[src/rtl/tis_pkg.sv]
// tis_pkg: shared definitions for the TIS node array.
//   word_t            11-bit signed machine word
//   WORD_MAX/MIN      legal ISA value range (+/-999)
//   NIL..DOWN         port operand codes (1000..1007)
//   sat_word()        clamps a raw 11-bit code into the legal range
package tis_pkg;

  typedef logic signed [10:0] word_t;

  localparam word_t WORD_MAX = 11'sd999;
  localparam word_t WORD_MIN = -11'sd999;

  // Operand codes sit just above the legal data range.
  localparam word_t NIL   = 11'sd1000;
  localparam word_t ACC   = 11'sd1001;
  localparam word_t ANY   = 11'sd1002;
  localparam word_t LAST  = 11'sd1003;
  localparam word_t LEFT  = 11'sd1004;
  localparam word_t RIGHT = 11'sd1005;
  localparam word_t UP    = 11'sd1006;
  localparam word_t DOWN  = 11'sd1007;

  function automatic word_t sat_word(input word_t w);
    word_t r;
    r = w;
    if (w > WORD_MAX) r = WORD_MAX;
    else if (w < WORD_MIN) r = WORD_MIN;
    return r;
  endfunction

endpackage

[src/rtl/tis_link_fifo.sv]
// tis_link_fifo: one direction of a TIS link; a small FIFO of saturated words.
// Ports:
//   clk, rst_n        clock, asynchronous active-low reset
//   wdata, write      writer side word and strobe
//   wready            space available (from registered count only)
//   rdata, rready     head word (0 when empty) and non-empty flag
//   read              consume head
//   count             current occupancy 0..DEPTH
//   ovf, unf          sticky overflow / underflow flags
module tis_link_fifo
  import tis_pkg::*;
#(
  parameter int DEPTH = 1,
  parameter int CNT_W = $clog2(DEPTH + 1)
) (
  input  logic             clk,
  input  logic             rst_n,
  input  word_t            wdata,
  input  logic             write,
  output logic             wready,
  output word_t            rdata,
  output logic             rready,
  input  logic             read,
  output logic [CNT_W-1:0] count,
  output logic             ovf,
  output logic             unf
);

  localparam int PTR_W = (DEPTH > 1) ? $clog2(DEPTH) : 1;
  localparam logic [CNT_W-1:0] FULL_CNT = CNT_W'(DEPTH);
  localparam logic [PTR_W-1:0] LAST_PTR = PTR_W'(DEPTH - 1);

  word_t            mem [DEPTH];
  logic [PTR_W-1:0] wr_ptr_reg, wr_ptr_next;
  logic [PTR_W-1:0] rd_ptr_reg, rd_ptr_next;
  logic [CNT_W-1:0] count_reg, count_next;
  logic             ovf_reg, ovf_next;
  logic             unf_reg, unf_next;
  logic             do_wr, do_rd;

  // Flags come from registered count only: a read on a full FIFO does not
  // open a slot for a write in the same cycle, and a write on an empty FIFO
  // is not visible to the reader until the next cycle.
  assign wready = (count_reg != FULL_CNT);
  assign rready = (count_reg != '0);
  assign do_wr  = write && wready;
  assign do_rd  = read && rready;

  assign rdata  = rready ? mem[rd_ptr_reg] : '0;
  assign count  = count_reg;
  assign ovf    = ovf_reg;
  assign unf    = unf_reg;

  function automatic logic [PTR_W-1:0] ptr_inc(input logic [PTR_W-1:0] p);
    return (p == LAST_PTR) ? '0 : p + 1'b1;
  endfunction

  always_comb begin
    wr_ptr_next = wr_ptr_reg;
    rd_ptr_next = rd_ptr_reg;
    count_next  = count_reg;
    ovf_next    = ovf_reg | (write && !wready);
    unf_next    = unf_reg | (read && !rready);
    if (do_wr) wr_ptr_next = ptr_inc(wr_ptr_reg);
    if (do_rd) rd_ptr_next = ptr_inc(rd_ptr_reg);
    case ({do_wr, do_rd})
      2'b10:   count_next = count_reg + 1'b1;
      2'b01:   count_next = count_reg - 1'b1;
      default: count_next = count_reg;
    endcase
  end

  always_ff @(posedge clk or negedge rst_n) begin
    if (!rst_n) begin
      wr_ptr_reg <= '0;
      rd_ptr_reg <= '0;
      count_reg  <= '0;
      ovf_reg    <= 1'b0;
      unf_reg    <= 1'b0;
    end else begin
      wr_ptr_reg <= wr_ptr_next;
      rd_ptr_reg <= rd_ptr_next;
      count_reg  <= count_next;
      ovf_reg    <= ovf_next;
      unf_reg    <= unf_next;
    end
  end

  // Storage needs no reset: contents are only observable while count > 0.
  always_ff @(posedge clk) begin
    if (do_wr) mem[wr_ptr_reg] <= sat_word(wdata);
  end

endmodule

[src/rtl/tis_link.sv]
// tis_link: bidirectional channel between adjacent TIS nodes A and B.
// Ports:
//   clk, rst_n                  clock, asynchronous active-low reset
//   a_wdata/a_write/a_wready    A's output port into the A->B FIFO
//   a_rdata/a_rready/a_read     A's input port from the B->A FIFO
//   b_wdata/b_write/b_wready    B's output port into the B->A FIFO
//   b_rdata/b_rready/b_read     B's input port from the A->B FIFO
//   ab_count, ba_count          per-direction occupancy
//   err                         sticky {underflow, overflow}, either direction
module tis_link
  import tis_pkg::*;
#(
  parameter int DEPTH = 1,
  parameter int CNT_W = $clog2(DEPTH + 1)
) (
  input  logic             clk,
  input  logic             rst_n,
  input  word_t            a_wdata,
  input  logic             a_write,
  output logic             a_wready,
  output word_t            a_rdata,
  output logic             a_rready,
  input  logic             a_read,
  input  word_t            b_wdata,
  input  logic             b_write,
  output logic             b_wready,
  output word_t            b_rdata,
  output logic             b_rready,
  input  logic             b_read,
  output logic [CNT_W-1:0] ab_count,
  output logic [CNT_W-1:0] ba_count,
  output logic [1:0]       err
);

  logic ab_ovf, ab_unf, ba_ovf, ba_unf;

  tis_link_fifo #(.DEPTH(DEPTH), .CNT_W(CNT_W)) u_ab (
    .clk    (clk),
    .rst_n  (rst_n),
    .wdata  (a_wdata),
    .write  (a_write),
    .wready (a_wready),
    .rdata  (b_rdata),
    .rready (b_rready),
    .read   (b_read),
    .count  (ab_count),
    .ovf    (ab_ovf),
    .unf    (ab_unf)
  );

  tis_link_fifo #(.DEPTH(DEPTH), .CNT_W(CNT_W)) u_ba (
    .clk    (clk),
    .rst_n  (rst_n),
    .wdata  (b_wdata),
    .write  (b_write),
    .wready (b_wready),
    .rdata  (a_rdata),
    .rready (a_rready),
    .read   (a_read),
    .count  (ba_count),
    .ovf    (ba_ovf),
    .unf    (ba_unf)
  );

  assign err = {ab_unf | ba_unf, ab_ovf | ba_ovf};

endmodule

[config.mk]
export PLATFORM = sky130hd
export DESIGN_NAME = tis_link
export DESIGN_NICKNAME = d
export VERILOG_FILES = /design/src/rtl/tis_pkg.sv /design/src/rtl/tis_link_fifo.sv /design/src/rtl/tis_link.sv
export SDC_FILE = /design/constraint.sdc
export NUM_CORES = 1
export LEC_CHECK = 0
export CAP_MARGIN = 30
export CELL_PAD_IN_SITES_DETAIL_PLACEMENT = 1
export CELL_PAD_IN_SITES_GLOBAL_PLACEMENT = 1
export CORE_MARGIN = 2
export CORE_UTILIZATION = 29
export DETAILED_ROUTE_END_ITERATION = 10
export HOLD_SLACK_MARGIN = 0.03
export PLACE_DENSITY_LB_ADDON = 0.1
export SETUP_SLACK_MARGIN = 0.05
export SYNTH_ARGS = -nofsm -noshare
export SYNTH_HDL_FRONTEND = slang
export SYNTH_SLANG_ARGS = --single-unit
[constraint.sdc]
create_clock -name clk -period 1.4 [get_ports clk]
set_clock_uncertainty 0.1 [all_clocks]
set_input_delay 0.28 -clock clk [delete_from_list [all_inputs] [get_ports clk]]
set_output_delay 0.28 -clock clk [all_outputs]
set_load 0.1 [all_outputs]
# Word level (Yosys, flattened, before mapping)

Memories as Yosys holds them, arrays and structs flattened.
Cells that the tools add are included.
Widths: inputs -> output; s select.

RAM bits: 22
Output and inout bits: 30
Memories kept: 2
Logic and storage cells: 54
Flip-flop bits (word level): 6
Bits of input ports: 28

Add/subtract/negate cells: 4
Bitwise logic cells: 8
Order comparisons: 4
Reduce and logical (&&, ||, !) cells: 12
Equal/unequal tests: 4
Multiplexer cells: 14

Memories:

| memory   | words | bits a word | rd ports | clocked after Yosys merged registers in | wr ports | RTL line            | source |
|---|---|---|---|---|---|---|---|
| u_ab.mem | 1     | 11          | 1        | 0                                       | 1        | tis_link_fifo.sv:33 | `word_t mem [DEPTH];` |
| u_ba.mem | 1     | 11          | 1        | 0                                       | 1        | tis_link_fifo.sv:33 |  |

Operators with widths:

| operator             | count |
|---|---|
| $mux 11              | 8 |
| $gt 11x11->1 const B | 2 |
| $lt 11x11->1 const B | 2 |
| $logic_and 1x1->1    | 8 |
| $or 1x1->1           | 6 |
| $eq 2x1->1 const B   | 2 |
| $eq 2x2->1 const B   | 2 |
| $mux 1               | 4 |
| $pmux 1 s2           | 2 |
| $reduce_bool 2->1    | 2 |
| $add 1x1->1 const B  | 2 |
| $logic_not 1->1      | 2 |
| $not 1->1            | 2 |
| $sub 1x1->1 const B  | 2 |

# Depth between registers and ports, before layout

Gate-level depths: netlist (run 1).

Depth in word-level cells: 4
Gate-level depth with buffers: 6
Gate-level depth less buffers: 5

# Modules after synthesis

A second synthesis (run 1) with hierarchy kept.

Cells, all modules: 130
Area total of the unflattened synthesis: 1463.9 um^2

By module, submodules not included:

| module        | area an instance (um^2) | cells an instance | seq. area each (um^2) | times used |
|---|---|---|---|---|
| tis_link_fifo | 725.7                   | 64                | 405.4                 | 2 |
| tis_link      | 12.5                    | 2                 | 0.0                   | 1 |

# Worst setup path after synthesis (run 1)

No wires, ideal clock.

Path kind: reg-to-output
Start: register u_ba.count_reg, in the netlist u_ba.count
End: output port a_rdata[0]
Arrival: 2.013 ns
Path buffers: 1
Required time: 1.020 ns
Path slack: -0.993 ns
Stages on the path, launching flop included: 3
Path through: dfrtp_1 clkbuf_1 and2_1

Longest elaborated chain between the ends: 1

RTL lines:

| what                   | RTL line            | source |
|---|---|---|
| from (decl)            | tis_link_fifo.sv:36 | `logic [CNT_W-1:0] count_reg, count_next;` |
| from (signal assigned) | tis_link_fifo.sv:83 | `count_reg <= count_next;` |
| $mux 11                | tis_link_fifo.sv:49 | `assign rdata = rready ? mem[rd_ptr_reg] : '0;` |
| to (decl)              | tis_link.sv:21      | `output word_t a_rdata,` |

No other way between the ends.

# Worst setup path after layout (run 1)

Ends and elaborated chain as after synthesis.

==> flow_summary_export.csv, run 1 <==
group,metric,value,unit
synthesis,synth_compound_gate_area_share,17.9,%
synthesis,synth_nets,160,
floorplanning,io_pins,58,
layout,fin_area,3190,µm²
global_routing,antenna_found_initial,0,
route,route.detailed.drc,0,
layout,n_fill_cell,472,
status,violations,"setup timing",
clocking,htree_num_levels,1,
global_routing,grt_pass1_vias,1530,
layout,mostFrequentLayoutCells,"35 x buf_4, 34 x buf_12, 22 x and2_4, 22 x edfxtp_1, 14 x buf_2",
route,postRouteAntennaNets,0,
global_routing,grt_pass1_wl,7.84,mm
layout,num_antenna_cells,0,
place,placed_area,2730,µm²
worst_setup_path,start_kind,"flop",
clocking,clock_path_buffers,2,
synthesis,synthSimpleGateAreaFrac,18.3,%
clocking,cts.sinks,28,
synthesis,synth_mux_area_share,0,%
synthesis,syn_avg_cell_area,11.3,µm²
worst_setup_path,worst-setup-path-type,"flop to primary output",
worst_setup_path,reg2reg_depth,4,
timing,slew_violations,0,
timing,setup_viol,54,
clocking,worstSkewPairLatency,0.28,ns
worst_setup_path,critPathArrivalTime,1.24,ns
global_routing,grt_max_degree,16,
synthesis,syn_area,1460,µm²
layout,drive_gt1_share,72.7,%
floorplanning,die_w,75.1,µm
place,place_inst,276,
floorplanning,core-area,4790,µm²
synthesis,synth-seq-area-share,55.4,%
timing,setup_ws,-0.224,ns
timing,min_period,1.62,ns
layout,areaGrowthSynthToFinish,118,%
global_routing,track_usage,18.8,%
route,wire_per_inst,17.6,µm
power_and_ir_drop,power.density,1060,nW/µm²
synthesis,synth.distinct_cells,22,
power_and_ir_drop,leakagePower,1.28,nW
clocking,hold_buffers,0,
run,maxCapViolCount,0,
synthesis,synthXorXnorAreaFrac,0,%
synthesis,synth_top_family_by_area,"simple AND/OR/NAND/NOR gates",
power_and_ir_drop,peakVddDrop,0.000519,V
clocking,cts_tree,"built",
place,dp_hpwl,3.57,mm
timing,tightest_slew,0.599,ns
route,viasPerCell,4.85,
worst_setup_path,worstPathRequired,1.02,ns
timing,maxSlewHeadroom,60.0,%
place,place.gp.congestion,0.811,
route,dr.pass1.iters,3,
layout,layout_commonest_cell,"buf_4",
layout,instances_no_fill,298,
synthesis,ys_warn_count,0,
floorplanning,rows,25,
route,drt-total-wl,5.26,mm
clocking,cts_root_buf,"clkbuf_8",
synthesis,synth_fa_ha_area_share,1.71,%
worst_setup_path,critPathCaptureType,"primary output",
route,num_vias,1446,
floorplanning,fp.dieH,75.1,µm
timing,post-route-period-util,116,%
worst_setup_path,r2r-start,"u_ab.count",
clocking,clkTransAtPathRegs,0.10,ns
layout,top_regs,"u_ab.mem: 11 flops, u_ba.mem: 11 flops",
timing,rsz0062_at_grt,"true",
floorplanning,initial_core_util,30.6,%
timing,final_hold_viol_count,0,
place,port_buffers,57,
status,status,"finished, violations left",
worst_setup_path,crit_path_max_fanout,8,
floorplanning,die-area,5630,µm²
global_routing,grt_overflow,0,
worst_setup_path,rrSetupSlack,-0.07,ns
layout,layout.nets,262,
worst_hold_path,min_path_type,"input pin to asynchronous set/reset pin",
synthesis,synth_seq_cells,28,
worst_setup_path,timing.rr.end,"u_ab.mem[0][6]",
clocking,numCtsBuffers,3,
timing,fmax,616,MHz
synthesis,synthCells,130,
route,drt_iter0_drc,37,
-- synthesized netlist by cell type, drive strengths merged --
library cell  instances  area [µm²]
and2                 22         138
edfxtp               22         661
inv                  18        67.6
o32ai                14         123
a31oi                 6        37.5
dfrtp                 6         150
nor2                  6        22.5
a21o                  4        30.0
clkbuf                4        15.0
nor2b                 4        25.0
or2                   4        25.0
a311o                 2        20.0
a41o                  2        20.0
and4                  2        22.5
buf                   2        15.0
ha                    2        25.0
nand2b                2        12.5
nand4                 2        12.5
nor3                  2        10.0
o21bai                2        15.0
o311ai                2        17.5
-- layer usage --
layer	up-vias	track usage (%)	part of all wire [%]
li1	685	-	-
met3	10	1.74	3.6
met2	42	34.5	53
met4	0	6.15	2.2
met5	-	0	0
met1	709	23.1	41
-- layout make-up --
| type | instances | area [µm²] | area share, % |
|---|---|---|---|
| clock buffer | 3 | 41.3 | 1.30 |
| inverter | 18 | 75.1 | 2.35 |
| clock inverter | 1 | 3.75 | 0.118 |
| multi-input combinational | 78 | 921 | 28.9 |
| timing repair buffer | 103 | 1240 | 39.1 |
| tap | 67 | 83.8 | 2.63 |
| sequential | 28 | 818 | 25.7 |
-- metrics by stage --
stage	worst slack, ns	TNS (ns)	total power [mW]	util (%)	hold WS (ns)
after floorplan	-0.292	-8.83	2.05	-	-0.116
after global placement	-0.727	-15.85	2.67	57.1	0.339
after detailed placement	-0.830	-18.04	2.70	57.1	0.338
after CTS	-0.215	-5.62	3.31	64.1	0.156
after global routing	-0.255	-8.79	3.49	66.6	0.154
final	-0.224	-6.85	3.37	66.6	0.145
-- worst max path at each step --
stage,start,endpoint,slack [ns],cells after the start
6_report,u_ba.count,a_rdata[0],-0.22,3
3_5_place_dp,a_wdata[1],u_ab.mem[0][1],-0.83,6
4_1_cts,u_ba.count,a_rdata[0],-0.21,3
2_1_floorplan,a_wdata[1],u_ab.mem[0][0],-0.29,5
3_3_place_gp,a_wdata[1],u_ab.mem[0][6],-0.73,6
5_1_grt,u_ba.count,a_rdata[3],-0.26,3
-- critical path, cell delays in order (launching register included) --
cell	delay [ns]
dfrtp_4	0.50
buf_8	0.15
and2_4	0.14
buf_12	0.16
-- cell families after synthesis --
logic type                 after synthesis
DFF                                     28
adders and majority gates                2
and+or+nand+nor                         44
AOI/OAI and AO/OA                       32
buffers and inverters                   24
-- power breakdown --
group,switching [mW],leakage (nW),total [mW],internal [mW]
logic,1.13,0.991,1.92,0.793
clock network,0.250,0.0231,0.447,0.197
registers,0.0261,0.263,1.01,0.982
total,1.40,1.28,3.37,1.97
-- timing repair --
| action | 4_1_cts | 5_1_grt |
|---|---|---|
| setup buffers | 11 | 7 |
| cloned | 0 | 1 |
| setup endpoints to repair | 52 | 74 |
| pin swaps | 46 | 9 |
| resized for setup | 131 | 21 |
(Power assumes the default switching activity.)
==> run 2: changes to the inputs <==
--- a/config.mk
+++ b/config.mk
@@ -8,11 +8,13 @@
 export CAP_MARGIN = 30
 export CELL_PAD_IN_SITES_DETAIL_PLACEMENT = 1
 export CELL_PAD_IN_SITES_GLOBAL_PLACEMENT = 1
+export CORE_ASPECT_RATIO = 1.4
 export CORE_MARGIN = 2
 export CORE_UTILIZATION = 29
 export DETAILED_ROUTE_END_ITERATION = 10
 export HOLD_SLACK_MARGIN = 0.03
 export PLACE_DENSITY_LB_ADDON = 0.1
+export RECOVER_POWER = 25
 export SETUP_SLACK_MARGIN = 0.05
 export SYNTH_ARGS = -nofsm -noshare
 export SYNTH_HDL_FRONTEND = slang
==> constraint.sdc (replaced) <==
create_clock -name clk -period 1.3 [get_ports clk]
set_clock_uncertainty 0.1 [all_clocks]
set_input_delay 0.26 -clock clk [delete_from_list [all_inputs] [get_ports clk]]
set_output_delay 0.26 -clock clk [all_outputs]
set_load 0.1 [all_outputs]
==> flow_summary_export.csv, run 2 (synthesis gave the netlist of run 1 again) <==
group,metric,value,unit
floorplanning,die-area,5640,µm²
clocking,cts_tree,"built",
status,violations,"setup timing",
route,route.detailed.drc,0,
timing,hold_ws,0.182,ns
route,num_vias,1623,
layout,fin_area,3380,µm²
place,port_buffers,57,
global_routing,grt_pass1_wl,9.36,mm
route,drt-total-wl,7.03,mm
clocking,hold_buffers,0,
floorplanning,fp.dieH,88.1,µm
layout,mostFrequentLayoutCells,"44 x buf_4, 33 x buf_12, 22 x edfxtp_1, 20 x and2_4, 13 x buf_2",
layout,areaGrowthSynthToFinish,131,%
timing,final_hold_viol_count,0,
status,status,"finished, violations left",
timing,setup_ws,-0.343,ns
floorplanning,rows,30,
worst_setup_path,rrSetupSlack,-0.30,ns
timing,setup_viol,74,
layout,layout.nets,278,
layout,drive_gt1_share,74.5,%
global_routing,grt_pass1_vias,1709,
clocking,worstSkewPairLatency,0.28,ns
layout,num_antenna_cells,0,
floorplanning,die_w,64.0,µm
timing,post-route-period-util,126,%
worst_setup_path,slowest_delay,0.53,ns
place,place_inst,285,
route,drt_iter0_drc,56,
worst_setup_path,crit_chain,"buf_6, and2_4, buf_12",
layout,utilization,69.8,%
clocking,clock_path_buffers,2,
worst_setup_path,worstPathRequired,0.94,ns
global_routing,antenna_found_initial,0,
layout,layout_commonest_cell,"buf_4",
timing,maxSlewHeadroom,56.9,%
clocking,cts.sinks,28,
clocking,cts_root_buf,"clkbuf_8",
clocking,numCtsBuffers,3,
worst_setup_path,crit_path_max_fanout,7,
worst_setup_path,reg2reg_depth,5,
global_routing,track_usage,22.5,%
power_and_ir_drop,power.density,1140,nW/µm²
timing,slew_violations,0,
place,place.gp.congestion,0.803,
route,postRouteAntennaNets,0,
clocking,clkTransAtPathRegs,0.11,ns
place,dp_hpwl,3.54,mm
worst_setup_path,timing.rr.end,"u_ab.mem[0][0]",
layout,n_fill_cell,416,
timing,rsz0062_at_grt,"true",
worst_setup_path,worst-setup-path-type,"flop to primary output",
route,dr.pass1.iters,4,
power_and_ir_drop,leakagePower,1.38,nW
layout,top_regs,"u_ab.mem: 11 flops, u_ba.mem: 11 flops",
layout,instances_no_fill,311,
worst_setup_path,cpMaxStageDelayCell,"dfrtp_4",
timing,fin_tns_setup,-16.46,ns
timing,fmax,609,MHz
worst_setup_path,r2r-start,"u_ab.count",
worst_hold_path,min_path_type,"input pin to asynchronous set/reset pin",
place,placed_area,2850,µm²
floorplanning,core-area,4840,µm²
worst_setup_path,worstSetupEndpoint,"b_rdata[5]",
timing,min_period,1.64,ns
route,wire_per_inst,22.6,µm
worst_setup_path,critPathArrivalTime,1.28,ns
floorplanning,initial_core_util,30.2,%
clocking,htree_num_levels,1,
global_routing,grt_max_degree,16,
run,maxCapViolCount,0,
timing,tightest_slew,0.646,ns
worst_setup_path,critPathCaptureType,"primary output",
power_and_ir_drop,peakVddDrop,0.000530,V
floorplanning,io_pins,58,
worst_setup_path,worstSetupStartpoint,"u_ab.count",
global_routing,grt_overflow,0,
worst_setup_path,start_kind,"flop",
route,viasPerCell,5.22,
-- run 2: cell types whose count changed in the layout (fill, tap and decap cells not counted), sizes merged --
cell           previous run  this run
dlygate4sd3               0         1
buf                      94       109
clkinv                    1         0
clkdlybuf4s50             5         4
clkdlybuf4s15             1         3
-- run 2: critical path: cells and delay by family, from the launching register on --
kind,cells,cell delay [ns]
flops,1,0.53
simple gates,1,0.15
buf+inv,2,0.32
-- run 2: where the power goes --
| part | leakage, nW | total [mW] | switching [mW] | internal, mW |
|---|---|---|---|---|
| registers | 0.263 | 1.10 | 0.0423 | 1.06 |
| logic | 1.09 | 2.19 | 1.27 | 0.920 |
| clock network | 0.0288 | 0.566 | 0.294 | 0.272 |
| total | 1.38 | 3.86 | 1.60 | 2.25 |
-- run 2: cell type report --
class / count / area, µm² / share of cell area [%]
Inverter: 18 / 75.1 / 2.22
Timing Repair Buffer: 119 / 1420 / 42.0
Tap cell: 64 / 80.1 / 2.37
Sequential cell: 28 / 818 / 24.2
Clock buffer: 4 / 55.1 / 1.63
Multi-Input combinational cell: 78 / 931 / 27.5
-- run 2: timing repair --
item / CTS / global route
pin swaps: 39 / 9
cloned: 1 / 1
setup buffers: 18 / 5
endpoints found under the setup margin: 74 / 76
resized for setup: 141 / 22
-- run 2: worst min path at each step --
stage                  start         end  slack [ns]  cells past startpoint
global placement    u_ba.unf    u_ba.unf        0.34                      1
global route           rst_n    u_ab.unf        0.20                      1
floorplan              rst_n    u_ab.ovf       -0.14                      0
finish                 rst_n    u_ab.unf        0.18                      1
detailed placement  u_ba.unf    u_ba.unf        0.35                      1
CTS                    rst_n  u_ab.count        0.13                      1
-- run 2: metal layers --
layer  vias up  global-route usage (%)  wire length, µm
met3        10                    2.57              394
met4         0                    11.7              202
met1       809                    23.7             2530
met5         -                       0                0
met2        84                    43.3             3910
li1        720                       -                -
-- run 2: per-stage QoR --
step / setup WS, ns / power, mW
after floorplan: -0.376 / 2.19
after global placement: -0.763 / 2.90
after detailed placement: -0.864 / 2.95
after CTS: -0.309 / 3.69
after global routing: -0.363 / 3.95
final: -0.343 / 3.86
==> run 3: changes to the inputs <==
--- a/config.mk
+++ b/config.mk
@@ -12,9 +12,11 @@
 export CORE_MARGIN = 2
 export CORE_UTILIZATION = 29
 export DETAILED_ROUTE_END_ITERATION = 10
+export GPL_TIMING_DRIVEN = 0
 export HOLD_SLACK_MARGIN = 0.03
 export PLACE_DENSITY_LB_ADDON = 0.1
 export RECOVER_POWER = 25
+export REMOVE_ABC_BUFFERS = 1
 export SETUP_SLACK_MARGIN = 0.05
 export SYNTH_ARGS = -nofsm -noshare
 export SYNTH_HDL_FRONTEND = slang
==> flow_summary_export.csv, run 3 (synthesis gave the netlist of run 1 again) <==
group,metric,value,unit
worst_setup_path,worst-setup-path-type,"flop to primary output",
clocking,htree_num_levels,1,
place,dp_hpwl,3.03,mm
route,route.detailed.drc,0,
timing,rsz0062_at_grt,"true",
floorplanning,die_w,64.0,µm
layout,top_regs,"u_ab.mem: 11 flops, u_ba.mem: 11 flops",
timing,min_period,1.54,ns
route,postRouteAntennaNets,0,
layout,drive_gt1_share,69.4,%
layout,layout.nets,240,
worst_setup_path,r2r-start,"u_ab.count",
clocking,worstSkewPairLatency,0.28,ns
floorplanning,initial_core_util,30.2,%
layout,mostFrequentLayoutCells,"35 x buf_12, 22 x and2_4, 22 x edfxtp_1, 13 x buf_2, 13 x buf_4",
floorplanning,fp.dieH,88.1,µm
clocking,clock_path_buffers,2,
worst_hold_path,worstHoldPathCells,2,
global_routing,grt_pass1_wl,7.94,mm
worst_setup_path,critPathCaptureType,"primary output",
worst_setup_path,start_kind,"flop",
timing,maxSlewHeadroom,59.7,%
status,violations,"setup timing",
floorplanning,die-area,5640,µm²
route,dr.pass1.iters,4,
worst_setup_path,timing.rr.end,"u_ab.mem[0][0]",
worst_setup_path,worstPathRequired,0.94,ns
route,drt_iter0_drc,40,
clocking,clkTransAtPathRegs,0.10,ns
timing,setup_ws,-0.244,ns
timing,fmax,648,MHz
global_routing,grt_pass1_vias,1527,
timing,hold_ws,0.155,ns
global_routing,grt_overflow,0,
floorplanning,rows,30,
worst_hold_path,min_path_type,"input pin to flop",
worst_hold_path,min_to,"u_ba.mem[0][0]",
timing,fin_tns_setup,-11.45,ns
clocking,cts_root_buf,"clkbuf_8",
timing,post-route-period-util,119,%
power_and_ir_drop,peakVddDrop,0.000525,V
clocking,cts.sinks,28,
power_and_ir_drop,leakagePower,1.18,nW
timing,tightest_slew,0.603,ns
clocking,cts_tree,"built",
route,viasPerCell,5.06,
layout,layout_commonest_cell,"buf_12",
clocking,hold_buffers,0,
worst_setup_path,critPathArrivalTime,1.18,ns
floorplanning,io_pins,58,
worst_setup_path,reg2reg_depth,5,
route,num_vias,1382,
route,wire_per_inst,19.1,µm
global_routing,grt_max_degree,16,
worst_setup_path,rrSetupSlack,-0.20,ns
timing,slew_violations,0,
worst_hold_path,min_from,"b_wdata[0]",
power_and_ir_drop,power.density,1220,nW/µm²
timing,final_hold_viol_count,0,
place,place.gp.congestion,0.797,
run,maxCapViolCount,0,
floorplanning,core-area,4840,µm²
status,status,"finished, violations left",
clocking,numCtsBuffers,3,
place,port_buffers,57,
worst_setup_path,crit_path_max_fanout,8,
timing,setup_viol,74,
layout,areaGrowthSynthToFinish,106,%
route,drt-total-wl,5.23,mm
global_routing,antenna_found_initial,0,
global_routing,track_usage,18.6,%
layout,num_antenna_cells,0,
[run 3: cell types whose count changed in the layout (fill, tap and decap cells not counted), moves of 2 or more]
cell,change
and2_4,+2
buf_8,-2
buf_12,+2
dfrtp_4,-2
dfrtp_2,+2
clkinvlp_4,-2
and2_2,-2
inv_4,+2
buf_4,-31
buf_6,-4
[run 3: worst max-delay path by stage]
stage | start | to | slack [ns] | cells past startpoint
after floorplan | u_ab.count | u_ab.unf | -1.90 | 2
after global placement | a_wdata[1] | u_ab.mem[0][0] | -1.07 | 5
after detailed placement | a_wdata[2] | u_ab.mem[0][0] | -1.09 | 5
after CTS | u_ba.count | a_rdata[0] | -0.23 | 3
after global routing | u_ba.count | a_rdata[9] | -0.27 | 3
final | u_ba.count | a_rdata[2] | -0.24 | 3
[run 3: metrics by stage]
stage          utilization, %  instance area, µm²  power [mW]  setup WS, ns  std cells
3_3_place_gp             43.0                2080        2.40         -1.07        245
3_5_place_dp             43.0                2080        2.42         -1.09        245
5_1_grt                  62.2                3010        3.79        -0.272        273
4_1_cts                  59.8                2900        3.60        -0.232        269
6_report                 62.2                3010        3.68        -0.244        273
2_1_floorplan               -                1430        2.05         -1.90        124
[run 3: timing repair]
item,CTS,global route
hold endpoints to repair,0,0
cloned,0,0
pin swaps,29,3
gates resized for setup,441,19
setup buffers,20,5
setup endpoints to repair,76,74
[run 3: report_power, final]
part	total (mW)	switching, mW	internal [mW]	leakage, nW
registers	1.09	0.0318	1.05	0.263
logic	2.03	1.20	0.832	0.891
clock network	0.561	0.289	0.272	0.0288
[run 3: layer usage]
| metal | vias to the layer above | share of wire (%) | track usage (%) | routed length (µm) |
|---|---|---|---|---|
| met1 | 691 | 34 | 18.7 | 1800 |
| met5 | - | 0 | 0 | 0 |
| li1 | 640 | - | - | - |
| met3 | 7 | 4.5 | 3.21 | 233 |
| met2 | 44 | 60 | 38.1 | 3130 |
| met4 | 0 | 1.3 | 5.34 | 67 |
[run 3: final cells by class]
class / count / area, µm²
inverters: 18 / 72.6
multi-input cells: 78 / 898
flip-flops and latches: 28 / 813
well taps: 64 / 80.1
fillers: 462 / 1830
clock buffers: 4 / 55.1
repair buffers: 81 / 1090
[run 3: worst max-delay path, cell delays in order (launching register included)]
cell and delay, ns:
dfrtp_2 0.45, buf_12 0.15, and2_4 0.14, buf_12 0.16
